File: config.mk
export PLATFORM = sky130hd
export DESIGN_NAME = fp_square
export DESIGN_NICKNAME = d
export VERILOG_FILES = /design/src/rtl/fp_pkg.sv /design/src/rtl/fp_mant_sq_iter.sv /design/src/rtl/fp_square.sv
export SDC_FILE = /design/constraint.sdc
export NUM_CORES = 1
export LEC_CHECK = 0
export CORE_MARGIN = 2
export CORE_UTILIZATION = 31
export DETAILED_ROUTE_END_ITERATION = 16
export GPL_ROUTABILITY_DRIVEN = 0
export PLACE_DENSITY = 0.47
export SKIP_LAST_GASP = 1
export SYNTH_ARGS = -nofsm -noshare
export SYNTH_HDL_FRONTEND = slang
export SYNTH_SLANG_ARGS = --single-unit
File: constraint.sdc
create_clock -name clk -period 3.4 [get_ports clk]
set_input_delay 0.68 -clock clk [delete_from_list [all_inputs] [get_ports clk]]
set_output_delay 0.68 -clock clk [all_outputs]
set_load 0.02 [all_outputs]
File: src/rtl/fp_pkg.sv
// Shared binary32 definitions for the floating-point project: field widths,
// special encodings, FSM state and operand-class types.
package fp_pkg;

    localparam int EXP_W  = 8;
    localparam int MANT_W = 23;
    localparam int WORD_W = 32;
    localparam int SIG_W  = MANT_W + 1;
    localparam int PROD_W = 2 * SIG_W;
    localparam int BIAS   = 127;

    localparam logic [WORD_W-1:0] QNAN  = 32'h7FC0_0000;
    localparam logic [WORD_W-1:0] PINF  = 32'h7F80_0000;
    localparam logic [WORD_W-1:0] PZERO = 32'h0000_0000;

    typedef enum logic [1:0] {
        IDLE,
        MUL,
        NORM,
        DONE
    } state_e;

    typedef enum logic [1:0] {
        ZERO,
        NORMAL,
        INF,
        NAN
    } op_class_e;

    // Denormals classify as ZERO because they are flushed on input.
    function automatic op_class_e classify(input logic [WORD_W-1:0] x);
        op_class_e cls;
        if (x[30:23] == 8'hFF) begin
            cls = (x[22:0] != '0) ? NAN : INF;
        end else if (x[30:23] == 8'h00) begin
            cls = ZERO;
        end else begin
            cls = NORMAL;
        end
        return cls;
    endfunction

endpackage

File: src/rtl/fp_mant_sq_iter.sv
// Iterative 24x24 shift-add multiplier, one partial product per clock.
// Fed the same significand on both sides here; reusable for a general multiply.
module fp_mant_sq_iter
    import fp_pkg::*;
(
    input  logic              clk,
    input  logic              rst_n,
    input  logic              start,
    input  logic [SIG_W-1:0]  a,
    output logic              done,
    output logic [PROD_W-1:0] p
);

    localparam logic [4:0] LAST_ITER = 5'd23;

    logic [PROD_W-1:0] mcand_q, mcand_d;
    logic [SIG_W-1:0]  mplier_q, mplier_d;
    logic [PROD_W-1:0] acc_q, acc_d;
    logic [4:0]        iter_q, iter_d;
    logic              busy_q, busy_d;

    assign done = busy_q && (iter_q == LAST_ITER);
    assign p    = acc_q;

    always_comb begin
        mcand_d  = mcand_q;
        mplier_d = mplier_q;
        acc_d    = acc_q;
        iter_d   = iter_q;
        busy_d   = busy_q;
        if (start) begin
            mcand_d  = {{SIG_W{1'b0}}, a};
            mplier_d = a;
            acc_d    = '0;
            iter_d   = '0;
            busy_d   = 1'b1;
        end else if (busy_q) begin
            acc_d    = acc_q + (mplier_q[0] ? mcand_q : '0);
            mcand_d  = mcand_q << 1;
            mplier_d = mplier_q >> 1;
            // The counter parks at zero after the last step so it never wraps into extra work.
            if (iter_q == LAST_ITER) begin
                iter_d = '0;
                busy_d = 1'b0;
            end else begin
                iter_d = iter_q + 5'd1;
            end
        end
    end

    always_ff @(posedge clk or negedge rst_n) begin
        if (!rst_n) begin
            mcand_q  <= '0;
            mplier_q <= '0;
            acc_q    <= '0;
            iter_q   <= '0;
            busy_q   <= 1'b0;
        end else begin
            mcand_q  <= mcand_d;
            mplier_q <= mplier_d;
            acc_q    <= acc_d;
            iter_q   <= iter_d;
            busy_q   <= busy_d;
        end
    end

endmodule

File: src/rtl/fp_square.sv
// Sequential binary32 squaring unit with valid/ready on both sides.
// Define FP_SQUARE_RNE_EN for round-to-nearest-even; otherwise results truncate.
module fp_square
    import fp_pkg::*;
(
    input  logic              clk,
    input  logic              rst_n,
    input  logic              in_valid,
    output logic              in_ready,
    input  logic [WORD_W-1:0] floating_point_in,
    output logic              out_valid,
    input  logic              out_ready,
    output logic [WORD_W-1:0] result
);

    state_e            state_q, state_d;
    op_class_e         opClass;
    logic              accept;
    logic              mulStart;
    logic              mulDone;
    logic [PROD_W-1:0] product;

    logic [EXP_W-1:0]  opExp_q, opExp_d;
    logic [WORD_W-1:0] pending_q, pending_d;
    logic [WORD_W-1:0] result_q, result_d;
    logic              outValid_q, outValid_d;

    logic              prodTop;
    logic [MANT_W-1:0] mantKept;
    logic [MANT_W-1:0] mantFinal;
    logic signed [9:0] expBase;
    logic signed [9:0] expFinal;
    logic [WORD_W-1:0] normResult;
    logic              unusedBits;

    assign opClass  = classify(floating_point_in);
    assign accept   = (state_q == IDLE) && in_valid;
    assign mulStart = accept && (opClass == NORMAL);

    // The sign is irrelevant to a square, and truncation never looks below the kept field.
    assign unusedBits = floating_point_in[31] ^ (^product[22:0]);

    fp_mant_sq_iter uMantSq (
        .clk   (clk),
        .rst_n (rst_n),
        .start (mulStart),
        .a     ({1'b1, floating_point_in[MANT_W-1:0]}),
        .done  (mulDone),
        .p     (product)
    );

    // Normalisation: a product >= 2.0 sets bit 47 and shifts the kept field up by one.
    always_comb begin
        prodTop  = product[PROD_W-1];
        mantKept = prodTop ? product[46:24] : product[45:23];
        expBase  = $signed({1'b0, opExp_q, 1'b0}) - 10'sd127 + $signed({9'b0, prodTop});
    end

`ifdef FP_SQUARE_RNE_EN
    logic              guardBit;
    logic              stickyBit;
    logic              roundUp;
    logic [MANT_W:0]   mantRounded;

    always_comb begin
        guardBit    = prodTop ? product[23] : product[22];
        stickyBit   = prodTop ? (|product[22:0]) : (|product[21:0]);
        roundUp     = guardBit && (stickyBit || mantKept[0]);
        mantRounded = {1'b0, mantKept} + {{MANT_W{1'b0}}, roundUp};
        mantFinal   = mantRounded[MANT_W-1:0];
        expFinal    = expBase + $signed({9'b0, mantRounded[MANT_W]});
    end
`else
    always_comb begin
        mantFinal = mantKept;
        expFinal  = expBase;
    end
`endif

    always_comb begin
        if (expFinal >= 10'sd255) begin
            normResult = PINF;
        end else if (expFinal <= 10'sd0) begin
            normResult = PZERO;
        end else begin
            normResult = {1'b0, expFinal[EXP_W-1:0], mantFinal};
        end
    end

    always_ff @(posedge clk or negedge rst_n) begin
        if (!rst_n) begin
            state_q <= IDLE;
        end else begin
            state_q <= state_d;
        end
    end

    always_comb begin
        state_d = state_q;
        case (state_q)
            IDLE: if (in_valid) state_d = (opClass == NORMAL) ? MUL : DONE;
            MUL:  if (mulDone) state_d = NORM;
            NORM: state_d = DONE;
            DONE: if (outValid_q && out_ready) state_d = IDLE;
            default: state_d = IDLE;
        endcase
    end

    always_comb begin
        in_ready  = (state_q == IDLE);
        out_valid = outValid_q;
        result    = result_q;
    end

    // DONE spends one cycle moving the pending word into the output register before presenting it.
    always_comb begin
        opExp_d    = opExp_q;
        pending_d  = pending_q;
        result_d   = result_q;
        outValid_d = outValid_q;
        case (state_q)
            IDLE: begin
                if (accept) begin
                    opExp_d = floating_point_in[30:23];
                    case (opClass)
                        NAN:     pending_d = QNAN;
                        INF:     pending_d = PINF;
                        ZERO:    pending_d = PZERO;
                        default: pending_d = pending_q;
                    endcase
                end
            end
            NORM: pending_d = normResult;
            DONE: begin
                if (!outValid_q) begin
                    outValid_d = 1'b1;
                    result_d   = pending_q;
                end else if (out_ready) begin
                    outValid_d = 1'b0;
                end
            end
            default: ;
        endcase
    end

    always_ff @(posedge clk or negedge rst_n) begin
        if (!rst_n) begin
            opExp_q    <= '0;
            pending_q  <= '0;
            result_q   <= '0;
            outValid_q <= 1'b0;
        end else begin
            opExp_q    <= opExp_d;
            pending_q  <= pending_d;
            result_q   <= result_d;
            outValid_q <= outValid_d;
        end
    end

endmodule

==> impl_results.md, run 1 <==
- Vias in the first global route: 8704
- CTS tree: yes
- Post-Syn Area per Cell: 9.68 sq um
- Post-synth top area share: 43.6%
- Period utilization: 96.8%
- Number of synthesized register bits: 199
- Drt drc: 0
- RSZ-0062 raised after global routing: yes
- Ys Warns: 0
- DIE WIDTH: 196 microns
- Cell area after synthesis: around 0.011 sq mm
- Num CTS Buffers: 17
- Core box area: 0.0364 sq mm
- H-tree levels: 4
- Critical path launch point type: register
- Most common cell in the netlist: dfrtp_1
- # diodes: 0
- First DRT Iteration DRCs: about 340
- CP Data Arrival Time: 3.66 ns
- CP dominant cell by count: nor3b_2
- Seq/Total Area, Yosys: 43.6%
- Final Max Tran Viols: 0
- Row cnt: 70
- Slowest CP cell: dfrtp_2
- Gate Count Post-Synth: 1181
- Crit. Startpoint: uMantSq.mplier_q[0]
- Clk_lat worst skew: roughly 0.45 ns
- Worst EP required: around 3.8 ns
- Hold crit path type: input port to asynchronous set/reset pin
- Share of post-route cells with drive strength above 1: 14.5%
- Largest net degree at the start of global routing: 70
- Port bufs: 67
- Post-synth net total: 1273
- Critical path class: register to register
- Crit path cell chain: buf_6, and2_4, ha_4, inv_2, fa_2, nor2b_2, o21a_1, a31o_1, a221o_1, a41o_1, a211o_4, a21oi_4, nor3b_2, o211ai_1, nor3b_2
- Status: completed
- Cell area power density: 1070 mW/mm^2
- CTS Root Buffer Type: clkbuf_16
- Clock sink count: 199
- Hold-fix buffers, CTS: 0
- DIE AREA: 0.0384 sq mm
- Final Critical Period: 3.29 ns
- Fillers: 3725
- Worst-case clock buffer depth: 2
- Fin. Hold Viols: 0
- Max VDD drop: 431 uV
- Fmax: about 0.30 GHz
- GRT overflow: 0
- Worst Tran Pin Value: 0.841 ns
- Relative slew slack: approximately 43%
- Slowest stage delay, CP: around 0.44 ns
- Post-DP HPWL: 19.9 mm
- Ys flop type: dfrtp_1
- Vias per Instance: 4.91
- Top post-synthesis cells by count: dfrtp_1 (199), nor2_1 (131), mux2i_1 (124)
- Starting Density: approximately a third
- Initial antenna violation count: 0
- Via count: 8651
- MaxCap Viol Count: 0
- Maximum fanout along the worst path: 6
- Post-layout util: a little under two fifths
- Top cells by area, synth: dfrtp_1 (44%), mux2i_1 (11%), ha_1 (6.0%)
- GRT Util Overall: 14.7%
- Area grow syn2layout: 21.1%
- Final setup skew: 0.0110 ns
- Routed Antenna Nets: 0
- Die height: 196 microns
- # setup viols final: 0
- Fin nets: 1372
- First-pass GRT wire length: 45.5 mm
- Final TNS setup: 0 ns
- Cells on worst reg2reg path: 15
- FFs w/ async S/R, synth: 100%
- Post-DR wirelength/cell: 15.4 microns
- Worst Setup End Kind: register
- Hold Slack: 0.227 ns
- P_leak: 6.80 nW
- Clock slew seen by the registers of the worst setup and hold paths: 0.08 ns
- Largest area contributor in the netlist: dfrtp_1
- Initial DRT Pass Iterations: 4
- Netlist cell types: 54
- Ports: 70
- Reg2reg start: uMantSq.mplier_q[0]
- WL final: 27.2 mm
- EDFF count, synth: 0
- R2R Setup Slk: 0.11 ns
## kinds of logic after synthesis
| kind of cell | after synthesis | synth area share (%) |
|---|---|---|
| xor+xnor | 46 | 3.52 |
| other cells | 1 | 0.0328 |
| fa+ha+maj | 56 | 6.19 |
| buf+inv | 80 | 2.67 |
| flops | 199 | 43.6 |
| simple gates | 371 | 15.6 |
| mux | 166 | 15.0 |
| compound gates | 262 | 13.5 |
## layout by cell type, fill, tap and decap left out, types with 6 or more instances in the layout
cell | synthesis | routed
mux2_2 | 42 | 42
o21ai_1 | 21 | 24
nand2_1 | 80 | 78
o211ai_1 | 7 | 7
dfrtp_1 | 199 | 197
xnor2_1 | 26 | 26
buf_4 | 1 | 70
nand4_1 | 14 | 14
nand3_1 | 21 | 21
nor3_1 | 14 | 14
nand2b_1 | 12 | 12
a21oi_1 | 117 | 112
inv_1 | 17 | 16
nor2b_1 | 11 | 9
nor4_1 | 11 | 10
mux2i_1 | 124 | 124
clkbuf_16 | 0 | 17
nor2_1 | 131 | 131
and2_1 | 51 | 49
clkdlybuf4s50_1 | 0 | 66
ha_1 | 55 | 50
a21o_1 | 25 | 25
a31oi_1 | 6 | 6
o21a_1 | 8 | 8
o21ai_0 | 42 | 39
o21bai_1 | 6 | 6
xor2_1 | 20 | 20
## per-layer routing
| layer | vias to the layer above | global-route usage (%) | wire (microns) |
|---|---|---|---|
| li1 | 4391 | - | - |
| met1 | 4156 | 21.2 | 14200 |
| met2 | 81 | 22.8 | 12100 |
| met3 | 23 | 2.32 | 552 |
| met4 | 0 | 3.98 | 363 |
| met5 | - | 0 | 0 |
## path summary, 6_finish.rpt
kind	end
max	uMantSq.p[42]
min	pending_q[6]
max reg2reg	uMantSq.p[42]
min reg2reg	pending_q[15]
max in group asynchronous	uMantSq.p[4]
min in group clk	pending_q[15]
## registers in the layout, summed over array words and instances, names as in the netlist
name              cells
uMantSq.busy_q        1
uMantSq.p            48
state_q               2
result               31
uMantSq.mcand_q      48
opExp_q               8
uMantSq.iter_q        5
pending_q            31
uMantSq.mplier_q     24
out_valid             1
## per-stage QoR
step / setup slack, ns / cell area (sq um) / cells / power [mW]
after floorplan: 0.0626 / 11400 / 1181 / 9.86
after global placement: -0.00655 / 13100 / 1728 / 12.4
after detailed placement: -0.0504 / 13100 / 1728 / 12.5
after CTS: 0.00449 / 13700 / 1760 / 14.8
after global routing: -0.0417 / 13800 / 1761 / 16.2
final: 0.110 / 13800 / 1761 / 14.8
## critical path, delay by kind of cell, from the launching register on
family                     cells  cell delay [ns]
buffers and inverters          2             0.18
AOI/OAI and AO/OA              7             1.81
and+or+nand+nor                4             0.43
adders and majority gates      2             0.36
DFF                            1             0.44
## final cells by class
cell class                      count  area (sq um)  share of cell area, %
Inverter                           17          63.8                  0.461
Sequential cell                   199          4980                   36.0
Timing Repair Buffer              143          1300                   9.41
Multi-Input combinational cell    902          6310                   45.5
Clock inverter                     13           161                   1.17
Tap cell                          468           586                   4.23
Clock buffer                       19           443                   3.20
## power by group
part	total, mW	switching [mW]	internal (mW)	leakage (nW)
combinational	8.39	4.36	4.03	4.06
sequential	4.28	0.821	3.46	2.45
clock	2.10	0.972	1.13	0.294
## timing repair
| item | CTS | global route |
|---|---|---|
| gates resized for setup | 4 | 29 |
| endpoints found under the setup margin | 5 | 15 |
| pin swaps | 1 | 15 |
| buffers inserted | 0 | 1 |
No activity file was read; power rests on OpenSTA's default activity.
==> run 2: changes to the inputs <==
--- a/config.mk
+++ b/config.mk
@@ -7,2 +7,3 @@
 export LEC_CHECK = 0
+export CORE_ASPECT_RATIO = 1.1
 export CORE_MARGIN = 2
--- a/constraint.sdc
+++ b/constraint.sdc
@@ -3,2 +3,2 @@
 set_output_delay 0.68 -clock clk [all_outputs]
-set_load 0.02 [all_outputs]
+set_load 0.05 [all_outputs]
==> run 2 against run 1 <==
Against the previous run: register-to-register slack hardly changed; count of clock-buffer cells in the layout is 1 higher; sequential power hardly changed; cell count is 3.2% higher; total power is 7.6% higher; utilization is 1.6 points higher; maximum frequency hardly changed; first-iteration DRC count is 21% higher; critical path depth is 2 lower; die area hardly changed; via count is 2.1% higher; critical path type unchanged; critical endpoint unchanged; largest cell class unchanged.
==> impl_results.md, run 2 (synthesis gave the netlist of run 1 again) <==
- Crit. Startpoint: uMantSq.mplier_q[0] (unchanged)
- Top Layer Used: met4 (unchanged)
- Fin nets: 1410 (was 1372)
- CP delay by family, top: compound AO/OA/AOI/OAI gates (unchanged)
- Critical Path End: uMantSq.p[42] (unchanged)
- Die height: 205 microns (was 196 microns)
- Final setup skew: 0.0109 ns (was 0.0110 ns)
- Period utilization: 96.8% (about the same)
- Slowest stage delay, CP: 0.47 ns (was 0.44 ns)
- Relative slew slack: 48.8% (was 43.3%)
- Reg2reg start: uMantSq.mplier_q[0] (unchanged)
- Final Critical Period: 3.29 ns (about the same)
- Fin. Hold Viols: 0 (unchanged)
- Most common cell after layout, fill and taps aside: dfrtp_1 (unchanged)
- Met3 wire length: 644 microns (was 552 microns)
- RSZ-0062 raised after global routing: yes (unchanged)
- Seq pwr share: 27.0% (was 29.0%)
- # diodes: 0 (unchanged)
- CTS tree: yes (unchanged)
- Num CTS Buffers: 17 (unchanged)
- Crit Reg-Reg Endpoint: uMantSq.p[42] (unchanged)
- DIE WIDTH: 187 microns (was 196 microns)
- Critical path launch point type: register (unchanged)
- Post-DP HPWL: 19.9 mm (about the same)
- WL final: 27.5 mm (was 27.2 mm)
- Most frequent cells in the layout: dfrtp_1 (197), nor2_1 (131), mux2i_1 (124) (unchanged)
- Worst Setup End Kind: register (unchanged)
- Clock slew seen by the registers of the worst setup and hold paths: 0.07 ns (was 0.08 ns)
- Cell area power density: 1110 mW/mm^2 (was 1070 mW/mm^2)
- Cells on worst reg2reg path: 13 (was 15)
- Routed Antenna Nets: 0 (unchanged)
- GRT overflow: 0 (unchanged)
- Crit path cell chain: buf_6, and2_1, ha_1, nor2b_2, o21a_1, a31o_1, a221o_1, a41o_1, a211o_1, a21oi_2, nor3b_2, nor4_2, nor3b_2 (was buf_6, and2_4, ha_4, inv_2, fa_2, nor2b_2, o21a_1, a31o_1, a221o_1, a41o_1, a211o_4, a21oi_4, nor3b_2, o211ai_1, nor3b_2)
- Core box area: 0.0363 sq mm (was 0.0364 sq mm)
- Ports: 70 (unchanged)
- Post-DR wirelength/cell: 15.1 microns (was 15.4 microns)
- Switching pwr: 6.75 mW (was 6.15 mW)
- CTS Root Buffer Type: clkbuf_16 (unchanged)
- Initial DRT Pass Iterations: 5 (was 4)
- First-pass GRT wire length: 45.6 mm (was 45.5 mm)
- MaxCap Viol Count: 0 (unchanged)
- P_leak: 7.02 nW (was 6.80 nW)
- Maximum fanout along the worst path: 6 (unchanged)
- Post-layout util: 39.7% (was 38.0%)
- Port bufs: 67 (unchanged)
- Share of post-route cells with drive strength above 1: 18.9% (was 14.5%)
- CP Depth: 13 (was 15)
- Fmax: 0.304 GHz (about the same)
- Fraction of power consumed by the clock network: 13.7% (was 14.2%)
- Int Pwr: 9.15 mW (was 8.63 mW)
- Status: completed (unchanged)
- Slowest CP cell: dfrtp_2 (unchanged)
- Worst Tran Pin Value: 0.760 ns (was 0.841 ns)
- R2R Setup Slk: 0.11 ns (about the same)
- Vias in the first global route: 8962 (was 8704)
- CP Data Arrival Time: 3.62 ns (was 3.66 ns)
- Met2 routed WL: 13.1 mm (was 12.1 mm)
- Starting Density: 31.5% (was 31.4%)
- CP dominant cell by count: nor3b_2 (unchanged)
- WP buf/inv: 1 (was 2)
- Max VDD drop: 418 uV (was 431 uV)
- Worst-case clock buffer depth: 2 (unchanged)
- Area grow syn2layout: 25.7% (was 21.1%)
- Worst EP required: 3.73 ns (was 3.77 ns)
- Critical path class: register to register (unchanged)
- H-tree levels: 4 (unchanged)
- First DRT Iteration DRCs: 417 (was 344)
- Part of the power in combinational logic: 59.3% (was 56.8%)
- Final Max Tran Viols: 0 (unchanged)
- DIE AREA: 0.0384 sq mm (about the same)
- Drt drc: 0 (unchanged)
- Initial antenna violation count: 0 (unchanged)
- Via count: 8832 (was 8651)
- Vias per Instance: 4.86 (was 4.91)
- Hold crit path type: input port to asynchronous set/reset pin (unchanged)
- Row cnt: 73 (was 70)
- # setup viols final: 0 (unchanged)
- Largest net degree at the start of global routing: 93 (was 70)
- Post-Route M1 WL: 13.4 mm (was 14.2 mm)
- Clk_lat worst skew: 0.45 ns (about the same)
- Clock sink count: 199 (unchanged)
- Hold Slack: 0.227 ns (about the same)
- Sw Ratio: 42.5% (was 41.6%)
- GRT Util Overall: 14.6% (was 14.7%)
==> run 2: area by class of cell <==
type	instances	area, sq um
clock buffers	20	457
clock inverters	11	159
fillers	3714	21900
inverters	17	63.8
multi-input cells	902	6490
flip-flops and latches	199	4980
well taps	487	609
repair buffers	181	1620
==> run 2: routing by layer <==
layer	vias to the layer above	GRT usage, %
li1	4436	-
met1	4266	19.6
met2	106	24.5
met3	24	2.30
met4	0	4.00
met5	-	0
==> run 2: how the worst min path moves through the flow <==
stage,from,endpoint,slack [ns],depth (start not counted)
after floorplan,rst_n,opExp_q[0],0.38,0
after global placement,pending_q[13],pending_q[13],0.47,2
after detailed placement,pending_q[2],pending_q[2],0.48,2
after CTS,rst_n,uMantSq.mcand_q[7],0.24,1
after global routing,rst_n,uMantSq.mplier_q[4],0.26,1
final,rst_n,uMantSq.mplier_q[3],0.23,1
==> run 2: what timing repair did <==
action / in CTS / in global routing
buffers inserted: 1 / 8
endpoints found under the setup margin: 4 / 19
pin swaps: 4 / 37
hold buffers: 0 / 0
gates resized for setup: 3 / 73
==> run 2: power by group through the flow <==
| stage | logic [mW] | clock network [mW] | registers, mW |
|---|---|---|---|
| finish | 9.43 | 2.18 | 4.29 |
| CTS | 8.98 | 2.25 | 4.27 |
| global route | 10.5 | 2.34 | 4.47 |
| floorplan | 5.66 | 0 | 4.59 |
| global placement | 8.83 | 0 | 4.29 |
| detailed placement | 8.93 | 0 | 4.31 |
==> run 2: metrics by stage <==
step	power (mW)	TNS, ns	instance area [sq um]	cells	setup slack (ns)
2_1_floorplan	10.3	0	11400	1181	0.0626
3_3_place_gp	13.1	-0.0515	13300	1778	-0.0482
3_5_place_dp	13.2	-0.105	13300	1778	-0.0818
4_1_cts	15.5	0	14000	1810	0.00890
5_1_grt	17.3	-0.311	14400	1817	-0.0628
6_report	15.9	0	14400	1817	0.109
==> run 3: changes to the inputs <==
HOLD_SLACK_MARGIN = 0.15   (was not set)
==> results of run 3 <==
Final layout, timing and power as in run 2 (identical DEF).
